==> src/rtl/seg_pkg.sv <==
// Shared types and constants for the 7-segment scan driver: FSM states,
// all-off values and active-low segment patterns (bit0 = a .. bit6 = g).
package seg_pkg;

  typedef enum logic [1:0] {
    IDLE  = 2'd0,
    BLANK = 2'd1,
    DRIVE = 2'd2
  } state_e;

  localparam logic [6:0] SEG_OFF = 7'h7F;
  localparam logic [3:0] AN_OFF  = 4'hF;

  localparam logic [6:0] SEG_0 = 7'h40;
  localparam logic [6:0] SEG_1 = 7'h79;
  localparam logic [6:0] SEG_2 = 7'h24;
  localparam logic [6:0] SEG_3 = 7'h30;
  localparam logic [6:0] SEG_4 = 7'h19;
  localparam logic [6:0] SEG_5 = 7'h12;
  localparam logic [6:0] SEG_6 = 7'h02;
  localparam logic [6:0] SEG_7 = 7'h78;
  localparam logic [6:0] SEG_8 = 7'h00;
  localparam logic [6:0] SEG_9 = 7'h10;

  // Active-low one-hot anode enable for a digit index.
  function automatic logic [3:0] anode_sel_n(input logic [1:0] idx);
    anode_sel_n = ~(4'b0001 << idx);
  endfunction

endpackage

==> src/rtl/bcd_to_seg.sv <==
// Combinational BCD digit to active-low 7-segment pattern; codes 10..15 go dark.
module bcd_to_seg
  import seg_pkg::*;
(
  input  logic [3:0] bcd_i,
  output logic [6:0] seg_n_o
);

  // Pattern lookup for the currently selected digit.
  always_comb begin
    seg_n_o = SEG_OFF;
    case (bcd_i)
      4'd0:    seg_n_o = SEG_0;
      4'd1:    seg_n_o = SEG_1;
      4'd2:    seg_n_o = SEG_2;
      4'd3:    seg_n_o = SEG_3;
      4'd4:    seg_n_o = SEG_4;
      4'd5:    seg_n_o = SEG_5;
      4'd6:    seg_n_o = SEG_6;
      4'd7:    seg_n_o = SEG_7;
      4'd8:    seg_n_o = SEG_8;
      4'd9:    seg_n_o = SEG_9;
      default: seg_n_o = SEG_OFF;
    endcase
  end

endmodule

==> src/rtl/seg_scan_driver.sv <==
// Multiplexed 4-digit common-anode display driver with all-off dead time on
// every selector change. Optional build macro: LEADING_ZERO_BLANK_EN.
module seg_scan_driver
  import seg_pkg::*;
#(
  parameter int unsigned BLANK_CYCLES = 16,
  parameter int unsigned CNT_W        = 16
) (
  input  logic        clk,
  input  logic        rst,
  input  logic [3:0]  selectorBus,
  input  logic [15:0] digits,
  input  logic [3:0]  dp_sel,
  output logic [3:0]  an_n,
  output logic [6:0]  seg_n,
  output logic        dp_n,
  output logic        busy
);

  localparam logic [CNT_W-1:0] CNT_RELOAD = CNT_W'(BLANK_CYCLES - 1);
  localparam logic [CNT_W-1:0] CNT_ZERO   = {CNT_W{1'b0}};
  localparam logic [CNT_W-1:0] CNT_ONE    = {{(CNT_W-1){1'b0}}, 1'b1};

  state_e            state_q, state_d;
  logic [3:0]        sel_q, sel_d;
  logic [CNT_W-1:0]  cnt_q, cnt_d;
  logic [3:0]        an_n_q, an_n_d;
  logic [6:0]        seg_n_q, seg_n_d;
  logic              dp_n_q, dp_n_d;
  logic              busy_q, busy_d;

  logic              change_s;
  logic              sel_valid_s;
  logic [1:0]        sel_idx_s;
  logic [3:0]        digit_s;
  logic [6:0]        dec_seg_s;
  logic              lz_blank_s;
  logic [3:0]        drv_an_s;
  logic [6:0]        drv_seg_s;
  logic              drv_dp_s;

  assign change_s    = (selectorBus != sel_q);
  assign sel_valid_s = (sel_q[3:2] == 2'b00);
  assign sel_idx_s   = sel_q[1:0];
  assign digit_s     = digits[{sel_idx_s, 2'b00} +: 4];

  bcd_to_seg u_dec (
    .bcd_i   (digit_s),
    .seg_n_o (dec_seg_s)
  );

`ifdef LEADING_ZERO_BLANK_EN
  // A digit above 0 goes dark when it and every higher digit are zero.
  always_comb begin
    lz_blank_s = 1'b0;
    case (sel_idx_s)
      2'd1:    lz_blank_s = (digits[15:4]  == 12'd0);
      2'd2:    lz_blank_s = (digits[15:8]  == 8'd0);
      2'd3:    lz_blank_s = (digits[15:12] == 4'd0);
      default: lz_blank_s = 1'b0;
    endcase
  end
`else
  assign lz_blank_s = 1'b0;
`endif

  // Output values for the DRIVE state, derived from the latched selector.
  always_comb begin
    drv_an_s  = AN_OFF;
    drv_seg_s = SEG_OFF;
    drv_dp_s  = 1'b1;
    if (sel_valid_s) begin
      drv_an_s  = anode_sel_n(sel_idx_s);
      drv_seg_s = lz_blank_s ? SEG_OFF : dec_seg_s;
      drv_dp_s  = ~dp_sel[sel_idx_s];
    end else begin
      drv_an_s  = AN_OFF;
      drv_seg_s = SEG_OFF;
      drv_dp_s  = 1'b1;
    end
  end

  // Next-state and registered-output logic; a selector change wins in any state.
  always_comb begin
    state_d = state_q;
    sel_d   = sel_q;
    cnt_d   = cnt_q;
    an_n_d  = an_n_q;
    seg_n_d = seg_n_q;
    dp_n_d  = dp_n_q;
    busy_d  = busy_q;
    if (change_s) begin
      sel_d   = selectorBus;
      cnt_d   = CNT_RELOAD;
      state_d = BLANK;
      an_n_d  = AN_OFF;
      seg_n_d = SEG_OFF;
      dp_n_d  = 1'b1;
      busy_d  = 1'b1;
    end else begin
      case (state_q)
        IDLE: begin
          an_n_d  = AN_OFF;
          seg_n_d = SEG_OFF;
          dp_n_d  = 1'b1;
          busy_d  = 1'b0;
        end
        BLANK: begin
          if (cnt_q != CNT_ZERO) begin
            cnt_d = cnt_q - CNT_ONE;
          end else begin
            state_d = DRIVE;
            busy_d  = 1'b0;
            an_n_d  = drv_an_s;
            seg_n_d = drv_seg_s;
            dp_n_d  = drv_dp_s;
          end
        end
        DRIVE: begin
          an_n_d  = drv_an_s;
          seg_n_d = drv_seg_s;
          dp_n_d  = drv_dp_s;
          busy_d  = 1'b0;
        end
        default: begin
          state_d = IDLE;
          an_n_d  = AN_OFF;
          seg_n_d = SEG_OFF;
          dp_n_d  = 1'b1;
          busy_d  = 1'b0;
        end
      endcase
    end
  end

  // State and output registers with synchronous reset.
  always_ff @(posedge clk) begin
    if (rst) begin
      state_q <= IDLE;
      sel_q   <= 4'hF;
      cnt_q   <= CNT_ZERO;
      an_n_q  <= AN_OFF;
      seg_n_q <= SEG_OFF;
      dp_n_q  <= 1'b1;
      busy_q  <= 1'b0;
    end else begin
      state_q <= state_d;
      sel_q   <= sel_d;
      cnt_q   <= cnt_d;
      an_n_q  <= an_n_d;
      seg_n_q <= seg_n_d;
      dp_n_q  <= dp_n_d;
      busy_q  <= busy_d;
    end
  end

  assign an_n  = an_n_q;
  assign seg_n = seg_n_q;
  assign dp_n  = dp_n_q;
  assign busy  = busy_q;

endmodule

==> config.mk <==
export PLATFORM = sky130hd
export DESIGN_NAME = seg_scan_driver
export DESIGN_NICKNAME = d
export VERILOG_FILES = /design/src/rtl/seg_pkg.sv /design/src/rtl/bcd_to_seg.sv /design/src/rtl/seg_scan_driver.sv
export SDC_FILE = /design/constraint.sdc
export NUM_CORES = 1
export LEC_CHECK = 0
export BUFFER_PORTS_ARGS = -buffer_cell sky130_fd_sc_hd__buf_2
export CORE_MARGIN = 2
export CORE_UTILIZATION = 55
export CTS_CLUSTER_SIZE = 14
export DETAILED_ROUTE_END_ITERATION = 10
export HOLD_SLACK_MARGIN = 0.1
export PLACE_DENSITY = 0.89
export REMOVE_ABC_BUFFERS = 1
export SYNTH_ARGS = -nofsm -noshare
export SYNTH_HDL_FRONTEND = slang
export SYNTH_SLANG_ARGS = --single-unit
export TNS_END_PERCENT = 5
==> constraint.sdc <==
create_clock -name clk -period 5.16 [get_ports clk]
set_input_delay 0.258 -clock clk [delete_from_list [all_inputs] [get_ports clk]]
set_output_delay 0.258 -clock clk [all_outputs]
set_load 0.02 [all_outputs]
==> results.md, run 1 <==
- Port Buffer Count: 38
- DRC errors left: 0
- R2r startpoint: cnt_q[4]$_SDFFE_PP0P_
- Status: finished, final reports clean
- Cell depth of the worst hold path: 2
- Post-route ant nets: 0
- Final worst path period share: 46.40%
- Count of final hold-check violations: 0
- Final setup viols: 0
- Largest net degree at the start of global routing: 16
- NetSw: 142.3 µW
- Cts hold-fix bufs: 0
- Fin. max-slew vios: 0
- Part of the Yosys area used for sequential elements: 37.66%
- ANT cells: 0
- Layout cells sized above 1: 24.18%
- Critical path peak fanout: 13
- Relative slew slack: 48.49%
- FF-to-FF setup slack: 2.77 ns
- 1st-iter DRT viols: 30
- Root Buffer: clkbuf_4
- R2R cell count: 5
- Clock Latency Late Sink: 0.35 ns
- RePlAce Congestion: 0.8092
- Nets: 278
- Post-synthesis cell count: 208
- Clock-pin slew on the worst setup and hold paths: 0.11 ns
- Synth Register Bits: 35
- Setup WS pre-CTS: 2.801 ns
- Maximum VDD drop: 0.1255 mV
- Unrepaired setup endpoints after global routing: false
- CP arrival: 2.64 ns
- Synth top area cells: dfxtp_1 38%, ha_1 6.1%, nor2_1 5.6%, xor2_1 5.6%, mux4_2 4.8%
- Number of global-route vias before repair: 1522
- Vias/cell: 5.403
- # resized after CTS: 0
- H-Tree Depth: 2
- Maximum clock frequency: 417.7 MHz
- Setup TNS: 0 ns
- Seq pwr share: 49.6%
- Crit. End Element: flop
- Internal power: 426.9 µW
- LEAKAGE: 0.8487 nW
- Synth cell types: 40
- CTS tree: yes
- CTS buffer count: 5
- Final Critical Period: 2.394 ns
- Fill cells: 290
- Vias: 1567
- FP Rows: 21
- Worst Setup Start Kind: flop
- Core area: 3284 µm²
- First-pass GRT wire length: 6437 µm
- Initial Util: 56.65%
- Area leader, netlist: dfxtp_1
- Least-Margin Pin Slew: 0.7657 ns
- Detailed Place HPWL: 2705 µm
- CP Class: reg -> reg
- Ys Warns: 0
- Area Growth Syn to Fin: 15.20%
- Die H: 62.16 µm
- Gr usage total: 20.44%
- Final setup margin: 2.766 ns
- Power Density: 265.6 nW/µm²
- Combinational power share: 14.3%
- Total wire length: 3608 µm
- WL/cell: 12.44 µm
- Clock power frac: 36.1%
- Hold path start: selectorBus[2]
- Hold crit path type: in -> reg
- Max Cap Violations: 0
- IO Pins: 39
- Post-Syn Area per Cell: 8.945 µm²
- Crit Reg-Reg Endpoint: seg_n[5]$_SDFFE_PP1N_
- Die X: 62.16 µm
- Initial antenna violation count: 0
- Req. time, crit path: 5.41 ns
- CTS max path bufs: 2
- Hold endpoint: sel_q[2]$_SDFFE_PP1N_
- Synth Cell Area: 1861 µm²
- Die Area: 3864 µm²
- Sw frac: 25.00%
- Post-synth top area share: 37.66%
- Worst clock skew: 0.01478 ns
- DRT Pass-1 Iters: 4
- Sink Count: 35
- Postcts setup bufs: 0
- Grt ovf: 0
-- metal layers --
metal,up-vias,GRT usage [%],part of all wire (%)
met5,-,0,0
met4,0,10.28,1.4
met3,5,3.986,4.3
met2,43,34.92,49
met1,718,24.57,45
li1,801,-,-
-- how the worst max path moves through the flow --
| stage | startpoint | end | slack, ns |
|---|---|---|---|
| 3_3_place_gp | sel_q[0]$_SDFFE_PP1N_ | seg_n[5]$_SDFFE_PP1N_ | 2.89 |
| 6_report | cnt_q[4]$_SDFFE_PP0P_ | seg_n[5]$_SDFFE_PP1N_ | 2.77 |
| 2_1_floorplan | sel_q[0]$_SDFFE_PP1N_ | seg_n[5]$_SDFFE_PP1N_ | 3.14 |
| 4_1_cts | sel_q[0]$_SDFFE_PP1N_ | seg_n[5]$_SDFFE_PP1N_ | 2.78 |
| 3_5_place_dp | cnt_q[4]$_SDFFE_PP0P_ | seg_n[5]$_SDFFE_PP1N_ | 2.80 |
| 5_1_grt | cnt_q[4]$_SDFFE_PP0P_ | seg_n[5]$_SDFFE_PP1N_ | 2.44 |
-- cells in the mapped netlist --
| library cell | n |
|---|---|
| a21o_1 | 1 |
| a21oi_1 | 9 |
| a31oi_1 | 3 |
| and2_1 | 2 |
| and3_1 | 2 |
| buf_2 | 5 |
| buf_6 | 1 |
| clkbuf_1 | 4 |
| dfxtp_1 | 35 |
| ha_1 | 9 |
| inv_1 | 9 |
| mux2_1 | 1 |
| mux2_2 | 1 |
| mux2i_1 | 3 |
| mux4_2 | 4 |
| nand2_1 | 8 |
| nand2b_1 | 3 |
| nand3_1 | 3 |
| nand4_1 | 7 |
| nand4b_1 | 2 |
| nor2_1 | 28 |
| nor2b_1 | 2 |
| nor3_1 | 10 |
| nor3b_1 | 2 |
| nor4_1 | 4 |
| nor4_2 | 1 |
| nor4_4 | 1 |
| nor4b_1 | 2 |
| o21a_1 | 3 |
| o21ai_0 | 9 |
| o21ai_1 | 3 |
| o22a_1 | 4 |
| o31ai_1 | 1 |
| o41ai_1 | 1 |
| or2_2 | 5 |
| or3_1 | 1 |
| or3b_4 | 1 |
| or4_1 | 1 |
| xnor2_1 | 5 |
| xor2_1 | 12 |
-- cell usage in the layout (no fill, tap or decap), drive strengths merged, types with 3 or more instances in the layout --
cell type,synthesis,final
buf,6,38
dfxtp,35,35
nor2,28,28
xor2,12,12
o21ai,12,12
nor3,10,10
inv,9,9
a21oi,9,9
ha,9,9
nand2,8,8
nand4,7,7
clkbuf,4,6
nor4,6,6
xnor2,5,5
or2,5,5
mux4,4,4
o22a,4,4
mux2i,3,3
nand2b,3,3
nand3,3,3
a31oi,3,3
o21a,3,3
-- critical path: stages, from the launching register on --
cell,delay [ns]
dfxtp_1,0.38
nor4_2,0.44
nand4_1,0.46
nand2_1,0.50
nand3_1,0.25
o22a_1,0.25
-- power by group through the flow --
stage	registers (mW)	clock network [mW]	logic (mW)
floorplan	0.288	0	0.0574
global placement	0.288	0	0.0783
detailed placement	0.288	0	0.0805
CTS	0.282	0.210	0.0809
global route	0.283	0.221	0.0916
finish	0.282	0.206	0.0814
-- state kept, by name, summed over array words and instances (netlist names) --
name and cells:
cnt_q 16, an_n 4, sel_q 4, dp_n 1, state_q 2, busy 1, seg_n 7
-- area by class of cell --
cell class / instances / area, µm² / share of cell area, %
Timing Repair Buffer: 38 / 190.2 / 8.873
Clock buffer: 6 / 51.30 / 2.393
Sequential cell: 35 / 700.7 / 32.69
Tap cell: 46 / 57.56 / 2.685
Inverter: 9 / 33.78 / 1.576
Multi-Input combinational cell: 154 / 1075 / 50.15
Clock inverter: 2 / 35.03 / 1.635
-- cell families (layout without fill, tap and decap cells) --
family                     after synthesis  count (layout)  synth area share, %
and+or+nand+nor                         85              85                25.02
DFF                                     35              35                37.66
AOI/OAI and AO/OA                       34              34                11.03
buffers and inverters                   19              55                4.572
xor gates and xnor gates                17              17                8.003
adders and majority gates                9               9                6.053
muxes                                    9               9                7.667
-- metrics by stage --
step / instances / total power [mW] / cell area [µm²] / utilization (%) / hold WS (ns)
6_report: 290 / 0.5692 / 2143 / 65.26 / 0.1186
5_1_grt: 290 / 0.5956 / 2143 / 65.26 / 0.1150
4_1_cts: 290 / 0.5728 / 2143 / 65.26 / 0.1151
3_5_place_dp: 282 / 0.3689 / 2057 / 62.63 / 0.4524
3_3_place_gp: 282 / 0.3663 / 2057 / 62.63 / 0.4515
2_1_floorplan: 198 / 0.3450 / 1809 / - / 0.3271
Power figures use the tool's default switching activity.
==> inputs of run 2 (changes only) <==
Settings changed: CORE_UTILIZATION 55 to 49, PLACE_DENSITY 0.89 to 0.85.
Clock period 5.16 ns to 2 ns, I/O delays scaled along.
==> results.md, run 2 (synthesis gave the netlist of run 1 again) <==
- Vias: 1691 (+7.9%)
- Maximum VDD drop: 0.4858 mV (+290%)
- Largest net degree at the start of global routing: 13 (-3)
- Total wire length: 4145 µm (+15%)
- Commonest non-fill, non-tap cell in the layout: buf_2
- Worst clock skew: 0.008816 ns (-0.005960 ns)
- Crit. End Element: flop
- FP Rows: 22 (+4.8%)
- Unrepaired setup endpoints after global routing: true
- Vias/cell: 5.403 (about the same)
- Max Cap Violations: 0 (unchanged)
- Layout cells sized above 1: 30.19% (+6.0 points)
- Post-route ant nets: 0 (unchanged)
- Fin. max-slew vios: 0 (unchanged)
- Root Buffer: clkbuf_8
- Critical path, cell by cell: mux4_2 -> inv_2 -> ha_1 -> inv_1 -> nor2_1 -> a21oi_1 -> o21a_1 -> o22a_1
- Least-Margin Pin Slew: 0.4800 ns (-0.2856 ns)
- Die Area: 4306 µm² (+11%)
- Power Density: 733.0 nW/µm² (+180%)
- Clock Latency Late Sink: 0.29 ns (-0.06 ns)
- CTS max path bufs: 2 (unchanged)
- Critical path peak fanout: 6 (-7)
- Max reg flops: 16 (unchanged)
- Gr usage total: 20.68% (+0.24 points)
- Req. time, crit path: 2.19 ns (-3.22 ns)
- H-Tree Depth: 2 (unchanged)
- CTS buffer count: 5 (unchanged)
- CP Class: reg -> reg
- Global route hottest layer: met2
- 1st-iter DRT viols: 98 (+230%)
- Die X: 65.62 µm (+5.6%)
- Slowest stage delay, CP: 0.58 ns (+0.08 ns)
- Final Critical Period: 1.896 ns (-0.4982 ns)
- M3 GR Usage: 7.192% (+3.2 points)
- Critical-path top delay cell: mux4_2
- Count of final hold-check violations: 0 (unchanged)
- Port Buffer Count: 38 (unchanged)
- Worst Setup Start Kind: flop
- Initial antenna violation count: 0 (unchanged)
- Initial Util: 50.82% (-5.8 points)
- Non-filler cells, final: 313 (+7.9%)
- First-pass GRT wire length: 6810 µm (+5.8%)
- CTS tree: yes
- Final worst path period share: 94.79% (+48 points)
- Commonest non-fill, non-tap cells in the layout: 38 x buf_2, 34 x dfxtp_1, 28 x nor2_1
- Cell family with most CP delay: multiplexers
- DP Cell Count: 300 (+6.4%)
- Nets: 299 (+7.6%)
- DRC errors left: 0 (unchanged)
- Largest Register: cnt_q
- WL/cell: 13.24 µm (+6.4%)
- RePlAce Congestion: 0.8015 (-0.95%)
- Clock-pin slew on the worst setup and hold paths: 0.07 ns (-0.04 ns)
- Detailed Place HPWL: 2908 µm (+7.5%)
- Number of global-route vias before repair: 1587 (+4.3%)
- CP arrival: 2.08 ns (-0.56 ns)
- Maximum clock frequency: 527.5 MHz (+26%)
- DRT Pass-1 Iters: 4 (unchanged)
- Power Total: 1.744 mW (+210%)
- Die H: 65.62 µm (+5.6%)
- Grt ovf: 0 (unchanged)
- Fill cells: 312 (+7.6%)
- Relative slew slack: 67.70% (+19 points)
- Sink Count: 35 (unchanged)
- LEAKAGE: 0.9702 nW (+14%)
- CP bufs+invs: 2 (+2)
- Met2 Usage GRT: 34.85% (-0.070 points)
- IO Pins: 39 (unchanged)
- Final setup viols: 0 (unchanged)
- Core area: 3661 µm² (+11%)
- Status: finished, final reports clean
- ANT cells: 0 (unchanged)
- Hold crit path type: in -> reg
- Area Growth Syn to Fin: 27.91%
- M1 GR Usage: 23.32% (-1.2 points)
-- run 2: layout make-up --
type                            instances  area (µm²)  share of cell area [%]
Tap cell                               48       60.06                   2.524
Sequential cell                        35       704.4                   29.60
Inverter                                9       33.78                   1.420
Timing Repair Buffer                   59       357.8                   15.04
Clock inverter                          2       60.06                   2.524
Clock buffer                            6       72.57                   3.049
Multi-Input combinational cell        154        1091                   45.85
-- run 2: power breakdown --
group	leakage, nW	internal, mW	switching [mW]
clock	0.0654	0.498	0.260
combinational	0.619	0.127	0.132
sequential	0.286	0.710	0.0163
-- run 2: metrics by stage --
step	instance area, µm²	utilization (%)	setup TNS (ns)	setup WS (ns)	hold slack, ns
CTS	2354	64.29	0	0.03806	0.1066
global placement	2180	59.54	0	0.1105	0.3165
detailed placement	2180	59.54	-0.007114	-0.007114	0.3189
finish	2380	65.00	0	0.1041	0.1161
floorplan	1809	-	-0.04049	-0.02184	0.1691
global route	2380	65.00	-0.03225	-0.02357	0.1271
-- run 2: final timing paths --
check / startpoint / to / slack, ns / cells past startpoint
setup / recovery: sel_q[0]$_SDFFE_PP1N_ / seg_n[5]$_SDFFE_PP1N_ / 0.10 / 8
setup reg to reg: sel_q[0]$_SDFFE_PP1N_ / seg_n[5]$_SDFFE_PP1N_ / 0.10 / 8
hold reg to reg: busy$_SDFFE_PP0P_ / busy$_SDFFE_PP0P_ / 0.46 / 2
hold / removal: rst / cnt_q[0]$_SDFFE_PP0P_ / 0.12 / 2
-- run 2: layer usage --
layer / wire length (µm) / part of all wire, % / vias up
met4: 87 / 2.1 / 0
met3: 194 / 4.7 / 8
li1: - / - / 843
met1: 1723 / 42 / 796
met2: 2141 / 52 / 44
met5: 0 / 0 / -
-- run 2: timing repair --
| item | CTS | global route |
|---|---|---|
| hold buffers | 4 | 0 |
| gates cloned | 0 | 0 |
| buffers inserted | 0 | 1 |
| endpoints found under the hold margin | 4 | 0 |
| setup endpoints to repair | 2 | 9 |
| resized for setup | 2 | 6 |
